### src/rtl/recip_nr.sv
// Newton-Raphson reciprocal of a normalized 8-bit mantissa, Q2.14 result, one shared multiplier.
// Optional macro RECIP_NR_ROUND_EN adds half-LSB rounding in the MULP/MULY steps.
module recip_nr #(
    parameter int ITERS = 2
) (
    input  logic        clk,
    input  logic        rst,
    input  logic        in_valid,
    output logic        in_ready,
    input  logic [15:0] d_in,
    input  logic [4:0]  sh_in,
    output logic        out_valid,
    input  logic        out_ready,
    output logic [15:0] recip,
    output logic [4:0]  exp_out,
    output logic        err
);

    typedef enum logic [2:0] {IDLE, SEED, MULP, MULY, DONE} state_t;

    localparam logic [1:0] ITERS_W = ITERS[1:0];

`ifdef RECIP_NR_ROUND_EN
    localparam logic [32:0] RND_P = 33'h0_0000_8000;
    localparam logic [32:0] RND_Y = 33'h0_0000_2000;
`else
    localparam logic [32:0] RND_P = 33'h0;
    localparam logic [32:0] RND_Y = 33'h0;
`endif

    state_t      state_q, state_d;
    logic [15:0] m_q, y_q;
    logic [16:0] e_q;
    logic [1:0]  iter_q;
    logic [4:0]  exp_q;
    logic        err_q;

    logic        accept, bad;
    logic [15:0] mul_a;
    logic [16:0] mul_b;
    logic [32:0] prod, p_full, y_full;
    logic [15:0] y_seed, y_new;
    logic [16:0] e_new;

    assign accept = in_valid && in_ready;
    assign bad    = (d_in[15:8] != 8'h00) || (d_in < 16'h0080);

    // The single multiplier; operand selection follows the FSM step.
    always_comb begin
        mul_a = '0;
        mul_b = '0;
        case (state_q)
            SEED: begin mul_a = m_q; mul_b = 17'd30840;      end
            MULP: begin mul_a = m_q; mul_b = {1'b0, y_q};    end
            MULY: begin mul_a = y_q; mul_b = e_q;            end
            default: ;
        endcase
    end

    assign prod   = {17'b0, mul_a} * {16'b0, mul_b};
    assign y_seed = 16'(33'h0_0000_B4B5 - (prod >> 16));
    assign p_full = (prod + RND_P) >> 16;
    assign e_new  = (p_full >= 33'h0_0000_8000) ? 17'h0 : 17'(33'h0_0000_8000 - p_full);
    assign y_full = (prod + RND_Y) >> 14;
    assign y_new  = (y_full > 33'h0_0000_FFFF) ? 16'hFFFF : y_full[15:0];

    always_ff @(posedge clk) begin
        if (rst) state_q <= IDLE;
        else     state_q <= state_d;
    end

    always_comb begin
        state_d = state_q;
        case (state_q)
            IDLE:    if (accept) state_d = bad ? DONE : SEED;
            SEED:    state_d = MULP;
            MULP:    state_d = MULY;
            MULY:    state_d = (iter_q + 2'd1 == ITERS_W) ? DONE : MULP;
            DONE:    if (out_ready) state_d = IDLE;
            default: state_d = IDLE;
        endcase
    end

    always_comb begin
        in_ready  = (state_q == IDLE);
        out_valid = (state_q == DONE);
    end

    always_ff @(posedge clk) begin
        if (rst) begin
            m_q    <= '0;
            y_q    <= '0;
            e_q    <= '0;
            iter_q <= '0;
            exp_q  <= '0;
            err_q  <= 1'b0;
        end else begin
            case (state_q)
                IDLE: if (accept) begin
                    m_q    <= {d_in[7:0], 8'h00};
                    exp_q  <= sh_in;
                    iter_q <= '0;
                    err_q  <= bad;
                    if (bad) y_q <= 16'hFFFF;
                end
                SEED: y_q <= y_seed;
                MULP: e_q <= e_new;
                MULY: begin
                    y_q    <= y_new;
                    iter_q <= iter_q + 2'd1;
                end
                default: ;
            endcase
        end
    end

    assign recip   = y_q;
    assign exp_out = exp_q;
    assign err     = err_q;

endmodule

### config.mk
export PLATFORM = sky130hd
export DESIGN_NAME = recip_nr
export DESIGN_NICKNAME = d
export VERILOG_FILES = /design/src/rtl/recip_nr.sv
export SDC_FILE = /design/constraint.sdc
export NUM_CORES = 1
export LEC_CHECK = 0
export CAP_MARGIN = 10
export CORE_MARGIN = 3
export CORE_UTILIZATION = 40
export DETAILED_ROUTE_END_ITERATION = 6
export HOLD_SLACK_MARGIN = 0.02
export PLACE_DENSITY = 0.68
export SYNTH_ARGS = -nofsm -noshare
export SYNTH_HDL_FRONTEND = slang
export SYNTH_SLANG_ARGS = --single-unit
### constraint.sdc
create_clock -name clk -period 8.8 [get_ports clk]
set_input_delay 1.76 -clock clk [delete_from_list [all_inputs] [get_ports clk]]
set_output_delay 1.76 -clock clk [all_outputs]
set_load 0.01 [all_outputs]
# --- After elaboration in Yosys (flattened, before gate mapping) ---
# Index checks and enable logic that the tools add are counted.
totals:
  reg_bits: 52
  input_bits: 25
  out_inout_bits: 24
  word_cells: 47
classes:
  add_sub_neg: 3
  mul: 1
  order_cmp: 3
  n_eq_ne: 8
  muxes: 14
  reduce_logical: 11
ops:
  columns: ["operator", "count"]
  rows:
  - ["$pmux 17 s3", 1]
  - ["$mux 16", 3]
  - ["$pmux 16 s3", 1]
  - ["$mul 16x17->33", 1]
  - ["$pmux 16 s2", 1]
  - ["$gt 19x16->1 const B", 1]
  - ["$ge 17x16->1 const B", 1]
  - ["$mux 17", 1]
  - ["$sub 16x17->17 const A", 1]
  - ["$lt 16x8->1 const B", 1]
  - ["$sub 16x16->16 const A", 1]
  - ["$pmux 3 s5", 1]
  - ["$mux 3", 4]
  - ["$reduce_bool 8->1", 1]
  - ["$eq 3x2->1 const B", 2]
  - ["$ne 2x1->1 const B", 3]
  - ["$reduce_and 2->1", 3]
  - ["$pmux 2 s2", 1]
  - ["$eq 3x1->1 const B", 1]
  - ["$eq 3x3->1 const B", 1]
  - ["$logic_not 3->1", 1]
  - ["$reduce_and 3->1", 1]
  - ["$reduce_bool 3->1", 1]
  - ["$add 2x1->2 const B", 1]
  - ["other kinds (6)", 6]

# --- Depth between registers and ports, before layout ---
# Gate-level depths: netlist of the first run.
logic_depth:
  word_depth: 7
  ltp_mapped: 35
  depth_no_buf: 31

# --- Worst setup path after synthesis of the first run ---
# Ideal clock, no wire load.
synth_timing:
  path_kind: "reg-to-reg"
  from: "register state_q[0]"
  to: "register y_q[11], in the netlist recip[11]"
  setup_time_ns: 0.114
  arrival_ns: 8.402
  required_ns: 8.686
  setup_slack_ns: 0.283
  stages_incl_launch_ff: 31
  n_path_buf: 3
  synth_period_minus_slack_ns: 8.517
  path_cell_list: "dfxtp_1 -> clkbuf_1 -> inv_1 -> nor2_1 -> a22oi_1 -> nor2_1 -> clkbuf_1 -> nand2_1 -> fa_1 -> inv_1 -> fa_1 -> inv_1 -> fa_1 -> inv_1 -> fa_1 -> fa_1 -> inv_1 -> fa_1 -> inv_1 -> ha_1 -> clkbuf_1 -> nand2_1 -> or3_1 -> o31ai_4 -> xor2_1 -> ha_1 -> inv_1 -> a2111oi_0 -> nor4_1 -> o31a_1 -> a2111oi_0"
synth_via:
  elab_chain_len: 7
  elab_cells_between_ends: 17
  classes_between: "add/sub (1); mul (1); order compare (1); eq/ne (5); mux (4); reduce/logical (5)"
synth_lines:
  columns: ["item", "line", "source"]
  rows:
  - ["from (decl)", "31", "state_t state_q, state_d;"]
  - ["from (signal assigned)", "69", "else state_q <= state_d;"]
  - ["$eq 3x2->1 / $eq 3x1->1 (equally long branches)", "52, 98", null]
  - ["$reduce_or 2->1 (no source line)", null, null]
  - ["$pmux 16 s2", "52", "case (state_q)"]
  - ["$mul 16x17->33", "60", "assign prod = {17'b0, mul_a} * {16'b0, mul_b};"]
  - ["$gt 19x16->1", "65", "assign y_new = (y_full > 33'h0_0000_FFFF) ? 16'hFFFF : y_full[15:0];"]
  - ["$mux 16", "65", null]
  - ["$pmux 16 s3", "98", "case (state_q)"]
  - ["to (signal assigned)", "106", "SEED: y_q <= y_seed;"]
  - ["to (signal assigned)", "109", "y_q <= y_new;"]
  - ["to (decl)", "32", "logic [15:0] m_q, y_q;"]
# Parallel ways exist; a longest one is shown, timed or not.
# A chain may end at the register's enable or synchronous reset.

# --- Worst setup path after layout of the first run ---
layout_timing:
  from: "register state_q[1]"
  to: "register e_q[16]"
layout_via:
  elab_chain_len: 6
  elab_cells_between_ends: 10
  classes_between: "add/sub (1); mul (1); order compare (1); eq/ne (3); mux (3); reduce/logical (1)"
layout_lines:
  columns: ["item", "line", "source"]
  rows:
  - ["$eq 3x2->1 / $eq 3x1->1 (equally long branches)", "52, 98", null]
  - ["$reduce_or 2->1 (no source line)", null, null]
  - ["$pmux 16 s2", "52", null]
  - ["$mul 16x17->33", "60", null]
  - ["$sub 16x17->17 / $ge 17x16->1 (equally long branches)", "63", "assign e_new = (p_full >= 33'h0_0000_8000) ? 17'h0 : 17'(33'h0_0000_8000 - p_full);"]
  - ["$mux 17", "63", null]
  - ["to (signal assigned)", "107", "MULP: e_q <= e_new;"]
  - ["to (decl)", "33", "logic [16:0] e_q;"]
# Parallel ways exist; a longest one is shown, timed or not.

==> results.cfg, run 1 <==
[status]
status = finished clean

[timing]
hold_ws_ns = 0.446
slew_violations = 0
relSlewSlack_pct = 22.9
worst_pin_slew_ns = 1.15
finalCritPeriodShare_pct = 96.3
fin_crit_ns = 8.47
setup_ws_ns = 0.329
clock.fmax_mhz = 118
finClkSkew_ns = 0.00934
hold_violations = 0
finalSetupViolCount = 0

[routing]
ant_nets = 0
drtIter0Drc = 855
wl_um = 38400
firstDrtPassIters = 5
wire_per_inst_um = 19.9
drc = 0
vias = 10500
via_per_inst = 5.44

[floorplan]
core_sq_um = 29200
row_count = 62
die-width_um = 179
start_util_pct = 41.2
die_area_sq_um = 32200
die_h_um = 179
ios = 49

[setup_path]
critPathCaptureType = register
worst-path-max-fanout = 11
critical_path_arrival_ns = 8.70
rr_worst_depth = 31
startpoint_type = register
setup.worst_path.class = reg -> reg
slowest_stage = fa_1
required_ns = 9.03
critPathMostFrequentCell = inv_1
max_stage_delay_ns = 0.55

[synthesis]
synthFlopType = dfxtp_1
yosysWarningCount = 0
synth-seq-area-share_pct = 8.65
synth.area.top_cells = fa_1, ha_1, dfxtp_1, nand2_1, inv_1
yosysTopAreaCell = fa_1
synth_top_area_share_pct = 34.4
ys_types = 78
syn_nets = 1820
synth-edff-count = 0
ys_seq_elements = 52
netlist_area_sq_um = 12000
synthCells = 1480
syn_area_per_cell_sq_um = 8.13
synthArstFlopShare_pct = 0

[power]
pwr-share-seq_pct = 48.6
clock_power_share_pct = 37.3
p_int_uw = 392
leakage_nw = 6.28
p_comb_share_pct = 14.1
p_per_area_nw_per_um2 = 40.1
vdd_drop_max_mv = 0.0930
sw_frac_of_total_pct = 27.9
p_switching_uw = 152

[global_route]
grt_max_degree = 39
grt_pass1_vias = 10900
gr-usage-met2_pct = 38.5
gr-usage-met1_pct = 33.2
antenna_found_initial = 1
use_met3_pct = 4.30
grt_usage_pct = 24.0
grt-ovfl-total = 0
grt-busiest-layer = met2
grt_pass1_wl_um = 61800

[final_layout]
drive_above_1_share_pct = 8.24
nFillCells = 2944
multi_input_area_sq_um = 9910
layout.nets = 1881
area_growth_pct = 12.8
antennaDiodeCount = 0
regArea_sq_um = 1040

[min_path]
hp-class = reg -> reg
whs_path_depth = 2

[clock_tree]
cts_max_level = 2
numCtsBuffers = 5
clkSlewWorstSetupHoldPaths_ns = 0.07
holdBufCountCts = 0
cts_tree = yes
cts-root-buf = clkbuf_16
clk_latency_ns = 0.30
cts_max_path_buffers = 2
clock-sinks = 52

[flow_run]
max_cap_violations = 0

[placement]
dp_worst_setup_slack_ns = 0.0503
gp_congestion = 0.989
io_buffer_count = 48
dp.final_hpwl_um = 31800
==> final timing paths <==
| kind | start | end | slack, ns |
|---|---|---|---|
| setup / recovery | state_q[1]$_SDFFE_PP0P_ | e_q[16]$_SDFFE_PP0N_ | 0.33 |
| hold / removal | e_q[3]$_SDFFE_PP0N_ | e_q[3]$_SDFFE_PP0N_ | 0.45 |
| setup reg to reg | state_q[1]$_SDFFE_PP0P_ | e_q[16]$_SDFFE_PP0N_ | 0.33 |
| hold reg to reg | e_q[3]$_SDFFE_PP0N_ | e_q[3]$_SDFFE_PP0N_ | 0.45 |
==> Yosys cell counts (all sizes together), types with 6 or more instances <==
library cell / instances
a2111oi: 8
a211oi: 6
a21o: 15
a21oi: 62
a22o: 7
a22oi: 12
a31oi: 7
and2: 16
and3: 13
buf: 6
clkbuf: 60
dfxtp: 52
fa: 207
ha: 108
inv: 252
nand2: 257
nand3: 11
nand4: 8
nor2: 163
nor3: 18
nor4: 7
o211ai: 7
o21a: 8
o21ai: 45
o21bai: 6
o221a: 6
or3: 7
xnor2: 31
xor2: 16
==> layer usage <==
metal	vias to the layer above	part of all wire [%]
li1	4807	-
met1	5151	43
met2	435	45
met3	80	8.0
met4	0	3.6
met5	-	0
==> kinds of logic after synthesis <==
logic type,after synthesis,synth area share (%)
AO/OA/AOI/OAI,215,12.3
XOR/XNOR,47,3.76
adder cells (fa/ha/maj),315,45.7
buffers and inverters,318,10.0
flip-flops,52,8.65
multiplexers,6,0.520
AND/OR/NAND/NOR,527,19.0
==> placed cells by master (no fill, tap or decap), drive strengths merged, types with 12 or more instances in the layout <==
cell           Yosys  final
nand2            257    257
and3              13     13
inv              252    254
fa               207    207
dfxtp             52     52
nor2             163    163
o21ai             45     45
a21oi             62     62
buf                6     72
xnor2             31     31
a21o              15     15
clkdlybuf4s50      0     48
and2              16     16
xor2              16     16
a22oi             12     12
ha               108    108
nor3              18     18
==> metrics by stage <==
stage	cell area (sq um)	util [%]	power [mW]	setup TNS [ns]	std cells
final	13600	46.5	0.544	0	1926
after global routing	13600	46.5	0.563	-0.00226	1926
after CTS	13500	46.1	0.547	0	1925
after detailed placement	13300	45.6	0.345	0	1917
after global placement	13300	45.6	0.344	0	1917
after floorplan	12000	-	0.292	0	1480
==> layout make-up <==
cell class	instances	area share [%]
Multi-Input combinational cell	1110	73.0
Timing Repair Buffer	120	7.71
Sequential cell	52	7.68
Inverter	252	6.97
Tap cell	384	3.54
Clock buffer	5	0.922
Clock inverter	3	0.184
==> critical path: cells and delay by family (launching register included) <==
family,cells,cell delay [ns]
buffers and inverters,10,1.20
AO/OA/AOI/OAI,6,1.61
flip-flops,1,0.38
adder cells (fa/ha/maj),8,3.64
AND/OR/NAND/NOR,7,1.53
==> what timing repair did <==
item / in CTS / in global routing
resized for setup: 1 / 28
setup endpoints to repair: 1 / 33
pin swaps: 0 / 1
setup buffers: 0 / 1
==> flip-flops by register name, indices dropped and copies added, names as in the netlist <==
signal / flops
state_q: 3
e_q: 17
exp_out: 5
recip: 16
iter_q: 2
err: 1
m_q: 8
==> power by group through the flow <==
| stage | registers (mW) | logic, mW | clock network, mW |
|---|---|---|---|
| 2_1_floorplan | 0.264 | 0.0283 | 0 |
| 3_3_place_gp | 0.269 | 0.0759 | 0 |
| 3_5_place_dp | 0.268 | 0.0763 | 0 |
| 4_1_cts | 0.263 | 0.0768 | 0.207 |
| 5_1_grt | 0.264 | 0.0829 | 0.216 |
| 6_report | 0.264 | 0.0767 | 0.203 |
Power figures use the tool's default switching activity.
==> run 2, diff against run 1 <==
--- a/config.mk
+++ b/config.mk
@@ -7,10 +7,10 @@
 export LEC_CHECK = 0
 export CAP_MARGIN = 10
 export CORE_MARGIN = 3
-export CORE_UTILIZATION = 40
+export CORE_UTILIZATION = 58
 export DETAILED_ROUTE_END_ITERATION = 6
 export HOLD_SLACK_MARGIN = 0.02
-export PLACE_DENSITY = 0.68
+export PLACE_DENSITY = 0.9
 export SYNTH_ARGS = -nofsm -noshare
 export SYNTH_HDL_FRONTEND = slang
 export SYNTH_SLANG_ARGS = --single-unit
==> results.cfg, run 2 (synthesis results as in run 1) <==
[status]
status = finished clean

[routing]
wl_um = 37500
vias = 10900
via_per_inst = 6.00
drtIter0Drc = 1106
drc = 0
ant_nets = 0
firstDrtPassIters = 6
wire_per_inst_um = 20.7

[min_path]
hp-class = reg -> reg
whs_path_depth = 2
hp-start = e_q[5]$_SDFFE_PP0N_
worst_hold_path.endpoint = e_q[5]$_SDFFE_PP0N_

[setup_path]
rr_endpoint = e_q[3]$_SDFFE_PP0N_
required_ns = 9.02
worst-path-max-fanout = 13
critical_path_arrival_ns = 8.79
regToRegSetupSlack_ns = 0.23
rr_startpoint = state_q[1]$_SDFFE_PP0P_
worst-path-buf-inv = 7
max_stage_delay_ns = 0.62
slowest_stage = o31ai_2
startpoint_type = register
critPathMostFrequentCell = fa_1
rr_worst_depth = 28
crit_family = adder cells
setup.worst_path.class = reg -> reg
critPathCaptureType = register

[timing]
fin_crit_ns = 8.57
finalSetupViolCount = 0
finalCritPeriodShare_pct = 97.4
hold_violations = 0
slew_violations = 0
worst_pin_slew_ns = 0.987
relSlewSlack_pct = 33.9
clock.fmax_mhz = 117
finClkSkew_ns = 0.0113
setup_ws_ns = 0.231

[clock_tree]
cts_max_level = 2
numCtsBuffers = 5
holdBufCountCts = 0
clkSlewWorstSetupHoldPaths_ns = 0.08
clock-sinks = 52
cts_tree = yes
cts_max_path_buffers = 2
cts-root-buf = clkbuf_16
clk_latency_ns = 0.30

[floorplan]
ios = 49
core_sq_um = 20300
row_count = 52
start_util_pct = 59.3
die-width_um = 150
die_h_um = 150
die_area_sq_um = 22500

[placement]
gp_congestion = 1.06
io_buffer_count = 48
dp_worst_setup_slack_ns = 0.0605
dp.final_hpwl_um = 30600

[final_layout]
multi_input_area_sq_um = 9910
antennaDiodeCount = 0
largest_reg_flops = 17
drive_above_1_share_pct = 7.98
layout_common_cells = nand2_1, inv_1, fa_1
layout.nets = 1881
top_register = e_q
nFillCells = 1634
mostFrequentLayoutCell = nand2_1
regArea_sq_um = 1040
area_growth_pct = 11.8

[power]
p_per_area_nw_per_um2 = 42.3
vdd_drop_max_mv = 0.149
leakage_nw = 6.29
total_power_uw = 569

[global_route]
grt_max_degree = 37
antenna_found_initial = 0
grt_pass1_vias = 10900
grt_usage_pct = 33.6
grt-ovfl-total = 0
grt_pass1_wl_um = 58600

[flow_run]
max_cap_violations = 0
-- run 2: cell type report --
| type | count | area share [%] |
|---|---|---|
| clock buffers | 5 | 0.930 |
| inverters | 252 | 7.06 |
| well taps | 270 | 2.51 |
| multi-input cells | 1110 | 73.7 |
| flip-flops and latches | 52 | 7.74 |
| repair buffers | 120 | 7.76 |
| clock inverters | 3 | 0.344 |
-- run 2: repair_timing --
action / in CTS / in global routing
setup buffers: 0 / 6
pin swaps: 0 / 3
gates resized for setup: 1 / 27
setup endpoints to repair: 4 / 24
-- run 2: per-stage QoR --
step	hold slack, ns	setup TNS [ns]	std cells	util, %	area, sq um
after floorplan	0.422	0	1480	-	12000
after global placement	0.436	0	1797	64.6	13100
after detailed placement	0.444	0	1797	64.6	13100
after CTS	0.451	0	1805	65.5	13300
after global routing	0.473	-0.0578	1812	66.3	13500
final	0.451	0	1812	66.3	13500
-- run 2: power by group --
group | internal (mW) | switching, mW | total, mW
clock network | 0.135 | 0.0941 | 0.229
registers | 0.246 | 0.0185 | 0.265
logic | 0.0378 | 0.0369 | 0.0747
total | 0.419 | 0.149 | 0.569
-- run 2: how the worst max path moves through the flow --
stage | startpoint | to | slack [ns] | depth (start not counted)
6_report | state_q[1]$_SDFFE_PP0P_ | e_q[3]$_SDFFE_PP0N_ | 0.23 | 28
4_1_cts | state_q[0]$_SDFFE_PP0P_ | e_q[3]$_SDFFE_PP0N_ | 0.11 | 26
3_3_place_gp | state_q[1]$_SDFFE_PP0P_ | e_q[10]$_SDFFE_PP0N_ | 0.31 | 25
5_1_grt | state_q[1]$_SDFFE_PP0P_ | e_q[3]$_SDFFE_PP0N_ | -0.02 | 28
3_5_place_dp | state_q[0]$_SDFFE_PP0P_ | e_q[3]$_SDFFE_PP0N_ | 0.06 | 25
2_1_floorplan | state_q[0]$_SDFFE_PP0P_ | recip[11]$_SDFFE_PP0P_ | 0.28 | 30
-- run 2: per-layer routing --
metal	share of wire [%]	vias to the layer above	routed length (um)	track usage [%]
met3	12	115	4540	7.30
met5	0	-	0	0
met4	3.8	0	1410	9.29
met2	46	733	17200	53.5
li1	-	4805	-	-
met1	38	5219	14300	46.6
-- run 2: worst reg2reg max path: cells and delay by family, from the launching register on --
| kind | cells | cell delay, ns |
|---|---|---|
| fa+ha+maj | 7 | 3.38 |
| compound gates | 10 | 2.79 |
| simple gates | 4 | 0.97 |
| buf+inv | 7 | 0.95 |
| flops | 1 | 0.39 |
==> run 3, diff against run 2 <==
==> constraint.sdc (replaced) <==
create_clock -name clk -period 7.7 [get_ports clk]
set_input_delay 1.54 -clock clk [delete_from_list [all_inputs] [get_ports clk]]
set_output_delay 1.54 -clock clk [all_outputs]
set_load 0.01 [all_outputs]
==> results.cfg, run 3 <==
[global_route]
grt_max_degree = 37
grt-ovfl-total = 43
grt_pass1_vias = 17800
grt_pass1_wl_um = 116000
grt_usage_pct = 70.6

[synthesis]
synthFlopType = dfxtp_1
syn_nets = 1820
synth-seq-area-share_pct = 8.65
synthArstFlopShare_pct = 0
yosysTopAreaCell = fa_1
synthCells = 1480
netlist_area_sq_um = 12000
yosysWarningCount = 0
ys_seq_elements = 52
ys_types = 78
synthMostInstantiatedCell = nand2_1
syn_area_per_cell_sq_um = 8.13
synthTopCellsByCount = nand2_1, inv_1, fa_1
synth_top_area_share_pct = 34.4
synth.area.top_cells = fa_1, ha_1, dfxtp_1, nand2_1, inv_1
synth-edff-count = 0

[clock_tree]
holdBufCountCts = 0
cts_max_level = 2
numCtsBuffers = 5
clock-sinks = 52
cts_max_path_buffers = 2
cts-root-buf = clkbuf_16

[floorplan]
ios = 49
start_util_pct = 59.3
die_h_um = 150
row_count = 52
die-width_um = 150

[status]
haltStage = 5_1_grt
status = did not finish
firstError = [ERROR GRT-0116] Global routing finished with congestion. Check the congestion regions in the DRC Viewer.

[placement]
gp_congestion = 1.10
dp.final_hpwl_um = 37300
io_buffer_count = 48
-- run 3: cell counts after synthesis --
No cell type changed its count.
-- run 3: through the flow --
step	setup WS (ns)	instances	cell area (sq um)	util, %	hold WS [ns]
after global placement	-0.226	1957	14500	71.5	0.433
after floorplan	0.000289	1480	12200	-	0.422
after CTS	-0.142	2022	16000	78.7	0.461
after detailed placement	-0.605	1957	14500	71.5	0.450
-- run 3: timing repair --
item	4_1_cts
pin swaps	106
cloned	5
setup endpoints to repair	33
resized for setup	197
buffers inserted	55
-- run 3: per-layer routing --
layer	GRT usage, %	overflow
met4	68.4	16
met3	60.3	2
met5	36.4	0
met1	67.9	2
met2	85.7	23
-- run 3: logic make-up after synthesis --
kind of cell,after synthesis,synth area share (%)
fa+ha+maj,315,45.7
xor+xnor,47,3.76
flops,52,8.65
compound gates,215,12.3
buf+inv,318,10.0
simple gates,527,19.0
mux,6,0.520
==> run 4, diff against run 3 <==
--- a/config.mk
+++ b/config.mk
@@ -7,10 +7,9 @@
 export LEC_CHECK = 0
 export CAP_MARGIN = 10
 export CORE_MARGIN = 3
-export CORE_UTILIZATION = 58
+export CORE_UTILIZATION = 40
 export DETAILED_ROUTE_END_ITERATION = 6
-export HOLD_SLACK_MARGIN = 0.02
-export PLACE_DENSITY = 0.9
+export PLACE_DENSITY_LB_ADDON = 0.15
 export SYNTH_ARGS = -nofsm -noshare
 export SYNTH_HDL_FRONTEND = slang
 export SYNTH_SLANG_ARGS = --single-unit
==> constraint.sdc (replaced) <==
create_clock -name clk -period 10 [get_ports clk]
set_input_delay 2 -clock clk [delete_from_list [all_inputs] [get_ports clk]]
set_output_delay 2 -clock clk [all_outputs]
set_load 0.01 [all_outputs]
==> results.cfg, run 4 (synthesis results as in run 1) <==
[status]
status = finished clean

[clock_tree]
clk_latency_ns = 0.29
cts-root-buf = clkbuf_16
clkSlewWorstSetupHoldPaths_ns = 0.07
holdBufCountCts = 0
cts_max_path_buffers = 2
cts_tree = yes
numCtsBuffers = 5
cts_max_level = 2
clock-sinks = 52
post-cts-setup-buffers = 0
cts_resized = 0

[setup_path]
regToRegSetupSlack_ns = 0.54
setup.worst_path.class = reg -> reg
worst-path-max-fanout = 9
required_ns = 10.19
critPathCaptureType = register
slowest_stage = a21oi_1
startpoint_type = register
path_cells = xor2_1 -> nand2_1 -> a21oi_1 -> nand2_1 -> fa_1 -> fa_1 -> inv_1 -> fa_1 -> fa_1 -> fa_1 -> inv_1 -> fa_1 -> inv_1 -> ha_1 -> nand2_1 -> o211ai_1 -> nor2_1 -> o21ai_1 -> nand2_1 -> o21ai_1 -> o311ai_2 -> nor3_1 -> o21ai_1 -> o221a_1
critPathMostFrequentCell = fa_1
worst-path-buf-inv = 3
critical_path_arrival_ns = 9.65
max_stage_delay_ns = 0.69
crit_family = adder cells
rr_worst_depth = 24
crit_cells = 24

[final_layout]
layout.nets = 1850
area_growth_pct = 9.94
fin_area_sq_um = 13200
utilization_pct = 45.3
drive_above_1_share_pct = 5.16
antennaDiodeCount = 0
layout_common_cells = nand2_1, inv_1, fa_1
top_register = e_q
nFillCells = 3053
instances_no_fill = 1895
largest_reg_flops = 17
mostFrequentLayoutCell = nand2_1

[routing]
wire_per_inst_um = 20.5
firstDrtPassIters = 5
drc = 0
vias = 10300
drtIter0Drc = 711
wl_um = 38900
ant_nets = 0
via_per_inst = 5.42

[global_route]
grt_usage_pct = 24.3
grt_pass1_wl_um = 61900
grt-ovfl-total = 0
grt_pass1_vias = 10800
grt_max_degree = 38
antenna_found_initial = 1

[power]
p_switching_uw = 130
clock_power_share_pct = 37.2
p_int_uw = 343
pwr-share-seq_pct = 49.7
total_power_uw = 473
leakage_nw = 6.10
p_per_area_nw_per_um2 = 35.8
p_comb_share_pct = 13.1
vdd_drop_max_mv = 0.113
sw_frac_of_total_pct = 27.5

[floorplan]
core_sq_um = 29200
die_h_um = 179
ios = 49
die_area_sq_um = 32200
die-width_um = 179
row_count = 62
start_util_pct = 41.2

[placement]
dp.final_hpwl_um = 31800
place_area_sq_um = 13100
io_buffer_count = 48
dp_cells = 1886
gp_congestion = 0.935
dp_worst_setup_slack_ns = 0.399

[timing]
fin_crit_ns = 9.46
rsz0062_at_grt = false
worst_pin_slew_ns = 0.889
slew_violations = 0
finalCritPeriodShare_pct = 94.6
hold_violations = 0
hold_ws_ns = 0.443
clock.fmax_mhz = 106
finClkSkew_ns = 0.00310
tns_ns = 0
finalSetupViolCount = 0
setup_ws_ns = 0.539
relSlewSlack_pct = 40.5

[min_path]
hp-class = reg -> reg
whs_path_depth = 2

[flow_run]
max_cap_violations = 0
==> run 4: final cells by class <==
cell class	instances	area, sq um	share of cell area (%)
flip-flops and latches	52	1040	7.88
clock buffers	5	125	0.946
clock inverters	3	22.5	0.170
inverters	252	946	7.15
well taps	384	480	3.63
repair buffers	89	801	6.05
multi-input cells	1110	9810	74.2
==> run 4: worst reg2reg max path, delay by kind of cell (launching register included) <==
family,cells,cell delay (ns)
AO/OA/AOI/OAI,7,2.72
AND/OR/NAND/NOR,6,1.61
XOR/XNOR,1,0.60
buffers and inverters,3,0.16
flip-flops,1,0.49
adder cells (fa/ha/maj),7,3.79
==> run 4: path summary, 6_finish.rpt <==
path	startpoint	end
worst max-delay path	state_q[1]$_SDFFE_PP0P_	recip[6]$_SDFFE_PP0P_
worst min-delay path	e_q[5]$_SDFFE_PP0N_	e_q[5]$_SDFFE_PP0N_
worst max register to register	state_q[1]$_SDFFE_PP0P_	recip[6]$_SDFFE_PP0P_
worst min register to register	e_q[5]$_SDFFE_PP0N_	e_q[5]$_SDFFE_PP0N_
==> run 4: power by group through the flow <==
stage                     clock, mW  sequential (mW)  combinational [mW]
after floorplan                   0            0.232              0.0249
after global placement            0            0.239              0.0616
after detailed placement          0            0.239              0.0615
after CTS                     0.182            0.234              0.0620
after global routing          0.187            0.236              0.0672
final                         0.176            0.235              0.0621
==> run 4: per-layer routing <==
| metal | vias to the layer above | GRT usage [%] | routed length, um |
|---|---|---|---|
| li1 | 4746 | - | - |
| met1 | 5070 | 34.1 | 17100 |
| met2 | 380 | 39.4 | 17700 |
| met3 | 69 | 3.38 | 2720 |
| met4 | 2 | 6.75 | 1350 |
| met5 | - | 0 | 8 |
